--- src/rtl/uart_rx_fifo.sv ---
// Oversampled UART receiver with mid-bit sampling, break detection and sticky errors, feeding a FWFT receive FIFO.
// Latency: a completed frame is visible at the FIFO head one cycle after its last stop sample; full FIFO drops frames (overrun).

// Generic FWFT FIFO: head is visible while rd_vld=1; a push into a full FIFO is accepted only alongside a pop.
// Latency: one cycle from push to rd_vld; wr_rdy deasserts when full unless the same cycle pops.
module sync_fifo #(
   parameter int WIDTH = 8,
   parameter int DEPTH = 4
) (
   input  logic                     clk,
   input  logic                     reset,
   input  logic                     wr_vld,
   input  logic [WIDTH-1:0]         wr_dat,
   output logic                     wr_rdy,
   output logic                     rd_vld,
   output logic [WIDTH-1:0]         rd_dat,
   input  logic                     rd_rdy,
   output logic [$clog2(DEPTH):0]   count
);
   localparam int AW = $clog2(DEPTH);
   localparam logic [AW:0] FULL_CNT = (AW+1)'(DEPTH);

   logic [WIDTH-1:0] mem [DEPTH];
   logic [AW-1:0]    wr_ptr;
   logic [AW-1:0]    rd_ptr;
   logic             push;
   logic             pop;

   assign rd_vld = (count != '0);
   assign pop    = rd_vld && rd_rdy;
   assign wr_rdy = (count != FULL_CNT) || pop;
   assign push   = wr_vld && wr_rdy;
   assign rd_dat = mem[rd_ptr];

   always_ff @(posedge clk) begin
      if (reset) begin
         wr_ptr <= '0;
         rd_ptr <= '0;
         count  <= '0;
      end else begin
         if (push) wr_ptr <= wr_ptr + 1'b1;
         if (pop)  rd_ptr <= rd_ptr + 1'b1;
         case ({push, pop})
            2'b10:   count <= count + 1'b1;
            2'b01:   count <= count - 1'b1;
            default: count <= count;
         endcase
      end
   end

   always_ff @(posedge clk) begin
      if (push) mem[wr_ptr] <= wr_dat;
   end
endmodule

// UART receiver top: sync -> framing FSM -> FIFO, with sticky error flags {break, overrun, framing, parity}.
// Latency: head valid one cycle after the final stop sample; consumer backpressure only causes overrun drops.
module uart_rx_fifo #(
   parameter int DATA_BITS    = 8,
   parameter int PARITY       = 1,
   parameter int STOP_BITS    = 1,
   parameter int CLKS_PER_BIT = 16,
   parameter int FIFO_DEPTH   = 4
) (
   input  logic                          clk,
   input  logic                          reset,
   input  logic                          rx,
   output logic [DATA_BITS-1:0]          data,
   output logic                          sent,
   input  logic                          recieved,
   output logic [$clog2(FIFO_DEPTH):0]   count,
   output logic [3:0]                    error,
   input  logic                          clear_error
);
   localparam int BW = $clog2(CLKS_PER_BIT);
   localparam int NW = $clog2(DATA_BITS + 1);
   localparam logic [BW-1:0] HALF_LOAD = BW'(CLKS_PER_BIT/2 - 1);
   localparam logic [BW-1:0] FULL_LOAD = BW'(CLKS_PER_BIT - 1);
   localparam logic [NW-1:0] LAST_DATA = NW'(DATA_BITS - 1);
   localparam logic [NW-1:0] LAST_STOP = NW'(STOP_BITS - 1);

   typedef enum logic [2:0] {
      S_IDLE, S_START, S_DATA, S_PARITY, S_STOP, S_BREAK_WAIT
   } state_t;

   state_t                 state, state_nxt;
   logic                   rx_meta, rs, rs_d;
   logic [BW-1:0]          baud_cnt, baud_nxt;
   logic [NW-1:0]          bit_cnt, bit_nxt;
   logic [DATA_BITS-1:0]   shreg, sh_nxt;
   logic                   par_bit, par_bit_nxt;
   logic                   par_bad, par_bad_nxt;
   logic                   frm_bad, frm_bad_nxt;
   logic                   stop_bad;
   logic                   frame_vld;
   logic [3:0]             err_set;
   logic                   tick;
   logic                   par_exp;
   logic                   wr_rdy;
   logic [DATA_BITS-1:0]   fifo_dat;

   assign tick    = (baud_cnt == '0);
   assign par_exp = (PARITY == 2) ? ~^shreg : ^shreg;

   always_ff @(posedge clk) begin
      if (reset) begin
         rx_meta  <= 1'b1;
         rs       <= 1'b1;
         rs_d     <= 1'b1;
         state    <= S_IDLE;
         baud_cnt <= '0;
         bit_cnt  <= '0;
         shreg    <= '0;
         par_bit  <= 1'b0;
         par_bad  <= 1'b0;
         frm_bad  <= 1'b0;
         error    <= '0;
      end else begin
         rx_meta  <= rx;
         rs       <= rx_meta;
         rs_d     <= rs;
         state    <= state_nxt;
         baud_cnt <= baud_nxt;
         bit_cnt  <= bit_nxt;
         shreg    <= sh_nxt;
         par_bit  <= par_bit_nxt;
         par_bad  <= par_bad_nxt;
         frm_bad  <= frm_bad_nxt;
         error    <= (clear_error ? 4'b0000 : error) | err_set;
      end
   end

   always_comb begin
      state_nxt   = state;
      baud_nxt    = baud_cnt;
      bit_nxt     = bit_cnt;
      sh_nxt      = shreg;
      par_bit_nxt = par_bit;
      par_bad_nxt = par_bad;
      frm_bad_nxt = frm_bad;
      frame_vld   = 1'b0;
      err_set     = 4'b0000;
      stop_bad    = frm_bad | ~rs;

      if (state != S_IDLE && state != S_BREAK_WAIT)
         baud_nxt = tick ? FULL_LOAD : baud_cnt - 1'b1;

      unique case (state)
         S_IDLE: begin
            if (rs_d && !rs) begin
               state_nxt   = S_START;
               baud_nxt    = HALF_LOAD;
               bit_nxt     = '0;
               par_bit_nxt = 1'b0;
               par_bad_nxt = 1'b0;
               frm_bad_nxt = 1'b0;
            end
         end
         S_START: begin
            if (tick) begin
               state_nxt = rs ? S_IDLE : S_DATA;
               bit_nxt   = '0;
            end
         end
         S_DATA: begin
            if (tick) begin
               sh_nxt = {rs, shreg[DATA_BITS-1:1]};
               if (bit_cnt == LAST_DATA) begin
                  bit_nxt   = '0;
                  state_nxt = (PARITY != 0) ? S_PARITY : S_STOP;
               end else begin
                  bit_nxt = bit_cnt + 1'b1;
               end
            end
         end
         S_PARITY: begin
            if (tick) begin
               par_bit_nxt = rs;
               par_bad_nxt = (rs != par_exp);
               state_nxt   = S_STOP;
            end
         end
         S_STOP: begin
            if (tick) begin
               // An all-zero frame with a low first stop sample is a line break, not a data/framing error.
               if (bit_cnt == '0 && !rs && shreg == '0 && !par_bit) begin
                  state_nxt  = S_BREAK_WAIT;
                  err_set[3] = 1'b1;
               end else if (bit_cnt == LAST_STOP) begin
                  state_nxt  = S_IDLE;
                  err_set[0] = par_bad;
                  err_set[1] = stop_bad;
                  frame_vld  = !par_bad && !stop_bad;
                  err_set[2] = frame_vld && !wr_rdy;
               end else begin
                  frm_bad_nxt = stop_bad;
                  bit_nxt     = bit_cnt + 1'b1;
               end
            end
         end
         S_BREAK_WAIT: begin
            if (rs) state_nxt = S_IDLE;
         end
         default: state_nxt = S_IDLE;
      endcase
   end

   sync_fifo #(
      .WIDTH (DATA_BITS),
      .DEPTH (FIFO_DEPTH)
   ) u_fifo (
      .clk    (clk),
      .reset  (reset),
      .wr_vld (frame_vld),
      .wr_dat (shreg),
      .wr_rdy (wr_rdy),
      .rd_vld (sent),
      .rd_dat (fifo_dat),
      .rd_rdy (recieved),
      .count  (count)
   );

   assign data = sent ? fifo_dat : '0;
endmodule

--- config.mk ---
export PLATFORM = sky130hd
export DESIGN_NAME = uart_rx_fifo
export DESIGN_NICKNAME = d
export VERILOG_FILES = /design/src/rtl/uart_rx_fifo.sv
export SDC_FILE = /design/constraint.sdc
export NUM_CORES = 1
export LEC_CHECK = 0
export ABC_CLOCK_PERIOD_IN_PS = 4650
export BUFFER_PORTS_ARGS = -buffer_cell sky130_fd_sc_hd__buf_4
export CAP_MARGIN = 20
export CORE_MARGIN = 3
export CORE_UTILIZATION = 30
export DETAILED_ROUTE_END_ITERATION = 12
export PLACE_DENSITY = 0.49
export SYNTH_ARGS = -nofsm -noshare
export SYNTH_HDL_FRONTEND = slang
export SYNTH_SLANG_ARGS = --single-unit
--- constraint.sdc ---
create_clock -name clk -period 4.65 [get_ports clk]
set_input_delay 1.395 -clock clk [delete_from_list [all_inputs] [get_ports clk]]
set_output_delay 1.395 -clock clk [all_outputs]
set_load 0.01 [all_outputs]
======== Word-level counts from Yosys, hierarchy flattened ========
Memory sizes are Yosys's and may differ from the RTL's. A register that Yosys moved wholly into a read port is not among the register bits.
Index checks and enable logic that the tools add are counted.
storage, ports and cells
  register bits after elaboration ......... 36
  latch bits .............................. 0
  bits in writable memories ............... 32
  ROM bits ................................ 0
  input bits .............................. 5
  logic and storage cells ................. 124
  memories kept ........................... 1
memories
  memory      words  bits a word  read ports  clocked after memory_dff  write ports  line  text
  u_fifo.mem  4      8            1           1                         1            23    logic [WIDTH-1:0] mem [DEPTH];
operators by class
  add/sub/neg operators ................... 6
  multipliers ............................. 0
  div/mod/pow operators ................... 0
  order comparisons ....................... 0
  equality and inequality tests ........... 21
  shifts and indexed selects .............. 0
  multiplexer cells ....................... 48
  bitwise gates (word level) .............. 3
  reductions and logical operators ........ 31
operators with widths
  kind                                                                   count
  4-bit 2-to-1 mux                                                       14
  3-bit 2-to-1 mux                                                       11
  2-bit != test, second input constant                                   9
  3-bit one-hot mux with 6 select lines                                  1
  4-bit one-hot mux with 4 select lines                                  1
  1-bit 2-to-1 mux                                                       13
  1-bit logical AND                                                      9
  3-bit != test, second input constant                                   3
  4-bit logical NOT                                                      2
  8-bit logical NOT                                                      1
  8-bit 2-to-1 mux                                                       1
  8-bit AND reduction                                                    1
  8-bit XOR reduction                                                    1
  7-bit AND reduction                                                    1
  3-bit by 2-bit equality test with 1-bit output, second input constant  2
  3-bit equality test, second input constant                             2
  2-bit 2-to-1 mux                                                       3
  1-bit one-hot mux with 2 select lines                                  3
  3-bit one-hot mux with 2 select lines                                  1
  2-bit nonzero test                                                     3
  3-bit nonzero test                                                     2
  1-bit logical NOT                                                      5
  5-bit AND reduction                                                    1
  2-bit by 1-bit adder with 2-bit output, second input constant          2
  other kinds (17)                                                       17

======== Logic depth before layout (Yosys ltp) ========
Gate-level depths: netlist (run 1).
  depth in word-level cells ............... 11
  depth in mapped cells ................... 10

======== Hierarchy ========
Synthesis (run 1) repeated with hierarchy kept, for this count alone.
unflattened totals
  cells, all modules ...................... 286
  area total of the unflattened synthesis .. 3280.6 um^2
modules (own cells, without submodules)
  module        instances  cells an instance  area an instance (um^2)
  sync_fifo     1          100                1682.9
  uart_rx_fifo  1          186                1597.8

======== Worst setup path after synthesis (run 1) ========
OpenSTA, ideal clock, no wires.
  kind .................................... reg2out
  start point ............................. register (tool-made name)
  end point ............................... output data[0]
  arrival ................................. 1.421 ns
  slack ................................... 1.834 ns
  stages on the path, launching flop included .. 4
  path buffers ............................ 1
  cell sequence ........................... dfxtp_1 -> clkbuf_1 -> mux4_2 -> nor2b_1
RTL lines
  element           line  text
  end: declaration  68    output logic [DATA_BITS-1:0] data,

==> results of run 1 <==
==> registers in the layout (all words and copies together), names as in the netlist, named ones only <==
| signal | cells |
|---|---|
| rx_meta | 1 |
| rs | 1 |
| rs_d | 1 |
| error | 4 |
| par_bit | 1 |
| u_fifo.count | 3 |
| bit_cnt | 4 |
| state | 3 |
| frm_bad | 1 |
| u_fifo.rd_ptr | 2 |
| u_fifo.mem | 32 |
| baud_cnt | 4 |
| par_bad | 1 |
| u_fifo.wr_ptr | 2 |
| shreg | 8 |
==> synth_stat cells, drive strengths merged, types with 3 or more instances <==
cell    instances
mux2i           4
or3b            4
dfxtp          38
xnor2           7
clkbuf         14
inv            18
nand3          11
ha             11
edfxtp         32
nor2b          13
nor4b           3
a21oi          24
nor3            8
mux4            8
nor2           21
nand2          17
o21ai           9
a31oi           4
nor3b           3
buf             3
and3            4
or2             3
nor4            3
==> logic make-up (layout without fill, tap and decap cells) <==
group,Yosys count,count (layout)
AO/OA/AOI/OAI,49,49
XOR/XNOR,10,10
AND/OR/NAND/NOR,101,101
multiplexers,13,13
flip-flops,70,70
adder cells (fa/ha/maj),12,12
buffers and inverters,35,57
==> power groups by stage <==
stage	sequential [mW]	combinational [mW]	clock [mW]
CTS	0.660	0.107	0.440
floorplan	0.666	0.0783	0
detailed placement	0.674	0.107	0
global placement	0.674	0.106	0
global route	0.662	0.116	0.468
finish	0.660	0.104	0.422
==> worst max-delay path, cell delays in order, from the launching register on <==
cell and delay [ps]:
sky130_fd_sc_hd__dfxtp_1 640, sky130_fd_sc_hd__mux4_2 560, sky130_fd_sc_hd__nor2b_1 140, sky130_fd_sc_hd__buf_4 140
==> worst paths after layout <==
check / start / endpoint / slack (ps) / cells past startpoint
worst max register to register: state[2] / u_fifo.count[2] / 1640 / 7
worst max-delay path: register / data[5] / 1430 / 3
worst min register to register: rx_meta / rs / 420 / 1
worst min-delay path: rx_meta / rs / 420 / 1
==> final cells by class <==
cell class | count | area [um^2]
Timing Repair Buffer | 23 | 173
Sequential cell | 70 | 1720
Inverter | 18 | 67.6
Tap cell | 136 | 170
Fill cell | 1067 | 6710
Multi-Input combinational cell | 185 | 1360
Clock inverter | 6 | 40.0
Clock buffer | 10 | 128
==> layer usage <==
layer | share of wire (%) | track usage (%) | vias to the layer above
li1 | - | - | 1079
met1 | 50 | 14.6 | 1008
met2 | 45 | 16.4 | 31
met3 | 4.1 | 3.70 | 7
met4 | 1.2 | 3.47 | 0
met5 | 0 | 0 | -
==> impl_summary.md, run 1 <==
Synthesis
The post-synthesis average cell area is 11.1 um^2. After Yosys synthesis, full adders, half adders and majority gates account for 4.89% of the synthesized area. After synthesis, the cell types taking the most area are sky130_fd_sc_hd__edfxtp_1 (30%), sky130_fd_sc_hd__dfxtp_1 (24%), sky130_fd_sc_hd__mux4_2 (5.6%). The number of nets produced by synthesis is 307. The share of the synthesized netlist area taken by xor and xnor gates is 3.15%. During synthesis, Yosys emitted a total of 0 warnings. After technology mapping, the gate count stands at 290. By area, the combinational part of the netlist is dominated by simple AND/OR/NAND/NOR gates. After synthesis the netlist holds a flip-flop and latch count of 70. Yosys mapped a number of flops with a built-in enable equal to 32. Summing the areas of all compound-gate instances in the mapped netlist gives 9.05% of the synthesized area.

The number of distinct library cell variants in the gate-level netlist after synthesis is 52. The top cell type by area accounts for 29.8% of the synthesized area. The fraction of synthesis flops using an asynchronous set or reset pin is 0%.

The sequential share of the synthesized area is 53.4%. The post-synthesis cell area is 3220 um^2. The multiplexer share of the synthesized area is 7.18%.

The top flip-flop cell by instance count after synthesis is sky130_fd_sc_hd__dfxtp_1. The synthesized design spends more area on one cell type than any other, namely sky130_fd_sc_hd__edfxtp_1. Of the total synthesized cell area, the portion taken by AND, OR, NAND and NOR gates is 17.8%.

Global routing
The via count of the first global-routing pass is 1,980. The initial antenna violation count was 0. The wire length of the first global-routing pass is 9.97 mm. The overall routing resource usage is 10.8%. The total overflow left after global routing is 0.

The maximum number of pins on one net before global-route repair is 40.

Placed design
The detailed-placement wirelength estimate is 4.08 mm. The number of port buffers is 20. The number of instances in the placed design is 432. Once placement finished, the instance area stood at 3490 um^2. The worst-case setup slack after placement is 1660 ps. Routability-driven placement finished with a final weighted congestion of 0.738.

Clock network
Counting every sink on the clock net gives 70. The number of hold-repair buffers added at the cts stage is 0. The buffer type at the clock tree root is sky130_fd_sc_hd__clkbuf_8. Post-CTS timing repair inserted 0 buffers for setup.

The clock tree from TritonCTS is yes. The maximum number of buffers from clock root to sink is 2. After clock tree synthesis, the repair step resized 0 gates. The clock latency on the worst-skew pair is 340 ps. The post-CTS clock slew at the launch and capture registers of the worst setup and hold paths is 80 ps.

The H-tree depth is 3. Clock tree synthesis inserted a total of 9 buffers.

Timing
The setup slack after layout is 1430 ps. Setup violations remaining at the end of the flow were counted as 0. Headroom to the max-slew limit came out at 44.8%. The final period utilization is 69.2%.

The final hold violation count is 0. For the pin with the worst max-slew slack, the measured transition is 820 ps. Setup total negative slack on the finished layout was measured at 0 ps. Setup repair after global routing left no endpoint under its margin.

The worst path needs 3220 ps of the cycle, external delays included. The number of pins exceeding their max-slew limit in the final report was 0. Final hold analysis gives a worst-case slack of 415 ps. The maximum operating frequency is 311 MHz. On the final layout, the worst clock skew is 7.22 ps.

Power
The overall power consumption is 1.19 mW. The analysis attributes to net switching a power of 0.303 mW. The worst IR drop on VDD is 0.177 mV. The switching fraction of total power is 25.6%.

For this design the static power due to leakage is 1.30 nW. Per report_power, the clock group accounts for 35.6% of the total. The portion of total power attributed to sequential cells is 55.6%. For this design the ratio of total power to cell area is 324 nW/um^2. The internal power of the cells totals 0.883 mW. The portion of total power attributed to combinational logic is 8.8%.

Setup path
In this run the worst path has a maximum fanout of 8. The critical path in this run is classified as register to output port. The endpoint required time on the critical path is 3250 ps. STA classifies the critical path startpoint as a register. STA classifies the critical path endpoint as an output port. The endpoint arrival time on the critical path is 1820 ps.

Floorplan
The initial cell density of the core is 31.1%. The height of the die is 110 um. The horizontal die dimension is 110 um.

The area of the core is 10,400 um^2. The floorplan step defined a die boundary enclosing 12,000 um^2. The floorplan has 37 rows. Pin placement for this block handled 21 I/O pins.

Routing
The violation count after the first detailed-route iteration is 55. In the routed design, unresolved DRC markers number 0. The detailed-route wire length per cell is 13.4 um. Once detail routing completed, the nets flagged for antenna violations numbered 0. The total number of vias is 2,125. The mean number of vias per cell is 4.74. For this block, the routed nets add up to 6.00 mm of wire. The number of optimization iterations in the first detailed-route pass is 4.

Final layout
The utilization after layout is 35.3%. The area growth from synthesis to layout is 13.5%. The most common cell after layout, fill and taps aside is sky130_fd_sc_hd__dfxtp_1.

In the layout the commonest cells are sky130_fd_sc_hd__dfxtp_1 (38), sky130_fd_sc_hd__edfxtp_1 (32), sky130_fd_sc_hd__a21oi_1 (24), sky130_fd_sc_hd__buf_4 (23), sky130_fd_sc_hd__nor2_1 (21). The finished cells cover 3660 um^2. The number of antenna diodes in the final layout is 0. In the final design database the tool counted 324 nets. The non-filler instance count after layout is 448. Of the cells placed in the final design, the portion with a size suffix greater than 1 is 17.3%.

Min path
The min-delay analysis places its worst path in the category register to register.

Outcome
The flow ran to the end, and the final reports show no timing, DRC or antenna violations.

Run
The number of max-cap violations is 0.
No activity file was read; power rests on OpenSTA's default activity.
==> inputs of run 2 (changes only) <==
--- a/config.mk
+++ b/config.mk
@@ -5,7 +5,7 @@
 export SDC_FILE = /design/constraint.sdc
 export NUM_CORES = 1
 export LEC_CHECK = 0
-export ABC_CLOCK_PERIOD_IN_PS = 4650
+export ABC_CLOCK_PERIOD_IN_PS = 3190
 export BUFFER_PORTS_ARGS = -buffer_cell sky130_fd_sc_hd__buf_4
 export CAP_MARGIN = 20
 export CORE_MARGIN = 3
==> constraint.sdc (replaced) <==
create_clock -name clk -period 3.19 [get_ports clk]
set_input_delay 0.957 -clock clk [delete_from_list [all_inputs] [get_ports clk]]
set_output_delay 0.957 -clock clk [all_outputs]
set_load 0.01 [all_outputs]
==> impl_summary.md, run 2 (synthesized netlist as in run 1, its figures left out) <==
Timing
The final period utilization is 89.4%. The total negative slack is 0 ps (unchanged). Setup repair after global routing left no endpoint under its margin.

The maximum operating frequency is 351 MHz. The worst slew margin relative to its limit is 44.7% (-0.096 points). The number of pins exceeding their max-slew limit in the final report is 0 (unchanged). The clock skew is 10.5 ps (+3.25 ps). After layout, the minimum clock period comes to 2850 ps. The actual transition at the worst max-transition pin is 822 ps (+1.42 ps).

The worst hold slack is 417 ps (+1.16 ps). The final hold violation count is 0 (unchanged). The total of endpoints with negative setup slack in the final report is 0 (unchanged).

Routing
The violation count after the first detailed-route iteration came to 86 (+56%). The number of optimization iterations in the first detailed-route pass was 4 (unchanged). The number of nets still failing antenna checks after routing is 0 (unchanged).

The mean number of vias per cell is 4.62 (-2.6%). The number of remaining DRC errors is 0 (unchanged). The total wirelength of the detailed-routed design is 6.28 mm (+4.7%). The total number of vias came to 2,093 (-1.5%).

The detailed-route wire length per cell is 13.9 um (+3.6%).

Final layout
The layout cell share with drive strength beyond 1 is 18.6% (+1.3 points). Leaving out fill and tap cells, the most frequent cells in the layout are sky130_fd_sc_hd__dfxtp_1 (38), sky130_fd_sc_hd__edfxtp_1 (32), sky130_fd_sc_hd__buf_4 (28), sky130_fd_sc_hd__a21oi_1 (24), sky130_fd_sc_hd__nor2_1 (21). The finished layout cell area is 3700 um^2 (+1.2%). From synthesis to final layout, the design area changed by 14.8%. The register ranked first by flip-flop count is u_fifo.mem.

The non-filler instance count after layout is 453 (+1.1%). The most common cell after layout, fill and taps aside is sky130_fd_sc_hd__dfxtp_1. The number of antenna cells inserted is 0 (unchanged). In the final layout, the registers with the most flip-flops are u_fifo.mem: 32 flops, shreg: 8 flops. The number of nets in the layout is 329 (+1.5%). The fill cell instance count of the final layout is 1,052 (-1.4%). The number of flip-flops in the largest register was 32 (unchanged).

Setup path
The critical path goes through mux4_2 -> nor2b_1 -> buf_4. The endpoint of the most critical register-to-register path is u_fifo.count[2]. The internal reg-to-reg setup slack is 580 ps (-1060 ps).

The peak per-stage delay on the critical path is 700 ps (+60 ps). The depth of the most critical reg-to-reg path is 9 (+2). The slowest cell on the critical path is sky130_fd_sc_hd__dfxtp_1.

The startpoint identified for the worst register-to-register timing path is baud_cnt[0]. The category of the worst setup path launch point is a register. The endpoint arrival time on the critical path came to 1900 ps (+80 ps). The critical path depth in cells is 3 (unchanged). The endpoint required time on the critical path is 2230 ps (-1020 ps).

The buffering stage count on the worst path with inverters included came to 1 (unchanged). The maximum net fanout on the critical path is 8 (unchanged). STA classifies the critical path endpoint as an output port. In this run the worst setup path terminates at data[7].

The critical path is of the register to output port type. Among cell families on the critical path, the largest total delay comes from flip-flops.

Floorplan
The site row count is 37 (unchanged). The initial cell density of the core is 31.1% (unchanged). The horizontal die dimension is 110 um (unchanged). The area of the core is 10,400 um^2 (unchanged). The height of the die is 110 um (unchanged).

The die area is 12,000 um^2 (unchanged). The number of placed I/O pins is 21 (unchanged).

Clock network
TritonCTS built the clock tree. The root buffer cell chosen for the clock tree is sky130_fd_sc_hd__clkbuf_8. The post-CTS setup-driven buffer insertion count is 0 (unchanged). The number of hold-repair buffers added at the cts stage is 0 (unchanged). The clock sink count is 70 (unchanged). The maximum number of buffers from clock root to sink is 2 (unchanged).

The post-cts resize count is 0 (unchanged). The H-tree depth is 3 (unchanged). The clock latency on the worst-skew pair is 340 ps (about the same). The post-CTS clock slew at the launch and capture registers of the worst setup and hold paths is 70 ps (about the same). The number of buffers created by CTS is 9 (unchanged).

Power
The overall power consumption is 1.75 mW (+47%). The total leakage power is 1.33 nW (+2.7%). The worst IR drop on VDD is 0.244 mV (+38%).

The total power density per cell area came to 472 nW/um^2 (+45%).

Global routing
The total congestion overflow after global routing is 0 (unchanged). The overall routing resource usage is 11.6% (+0.73 points). The via count of the first global-routing pass came to 2,087 (+5.4%). The wire length of the first global-routing pass is 10.6 mm (+6.2%). The initial antenna violation count is 0 (unchanged). The maximum number of pins on one net before global-route repair is 40 (unchanged).

Placed design
The number of port buffers came to 20 (unchanged). The number of instances in the placed design came to 437 (+1.2%). The final estimated routing congestion in global placement is 0.717 (-2.8%). The detailed-placement wirelength estimate is 4.12 mm (+0.77%).

The total placed instance area is 3530 um^2 (+1.1%).

Min path
The startpoint identified for the worst hold timing path is rx_meta. The path class of the lowest-slack min-delay path is register to register.

Run
The number of max-cap violations is 0 (unchanged).

Outcome
The run finished with clean final reports.
[run 2: layout make-up]
class | count | area [um^2] | area share (%)
clock buffers | 9 | 124 | 3.35
inverters | 18 | 67.6 | 1.83
clock inverters | 7 | 50.0 | 1.35
repair buffers | 28 | 210 | 5.68
well taps | 136 | 170 | 4.60
flip-flops and latches | 70 | 1720 | 46.5
multi-input cells | 185 | 1360 | 36.7
[run 2: worst min-delay path by stage]
stage               end  depth (start not counted)
CTS                  rs                          1
floorplan            rs                          1
global placement     rs                          1
global route         rs                          1
finish               rs                          1
detailed placement   rs                          1
[run 2: metrics by stage]
| stage | worst slack (ps) | util (%) |
|---|---|---|
| 2_1_floorplan | 578 | - |
| 3_3_place_gp | 649 | 34.0 |
| 3_5_place_dp | 610 | 34.0 |
| 4_1_cts | 245 | 35.7 |
| 5_1_grt | 177 | 35.7 |
| 6_report | 338 | 35.7 |
[run 2: where the power goes]
group	total, mW	internal, mW	switching (mW)
sequential	0.956	0.941	0.0152
clock	0.629	0.283	0.346
combinational	0.161	0.0688	0.0919
total	1.75	1.29	0.453
[run 2: layer usage]
metal | share of wire, % | track usage [%] | up-vias | wire length (um)
li1 | - | - | 1086 | -
met1 | 50 | 15.5 | 971 | 3170
met2 | 45 | 17.6 | 28 | 2830
met3 | 3.1 | 3.17 | 8 | 195
met4 | 1.4 | 4.81 | 0 | 90
met5 | 0 | 0 | - | 0
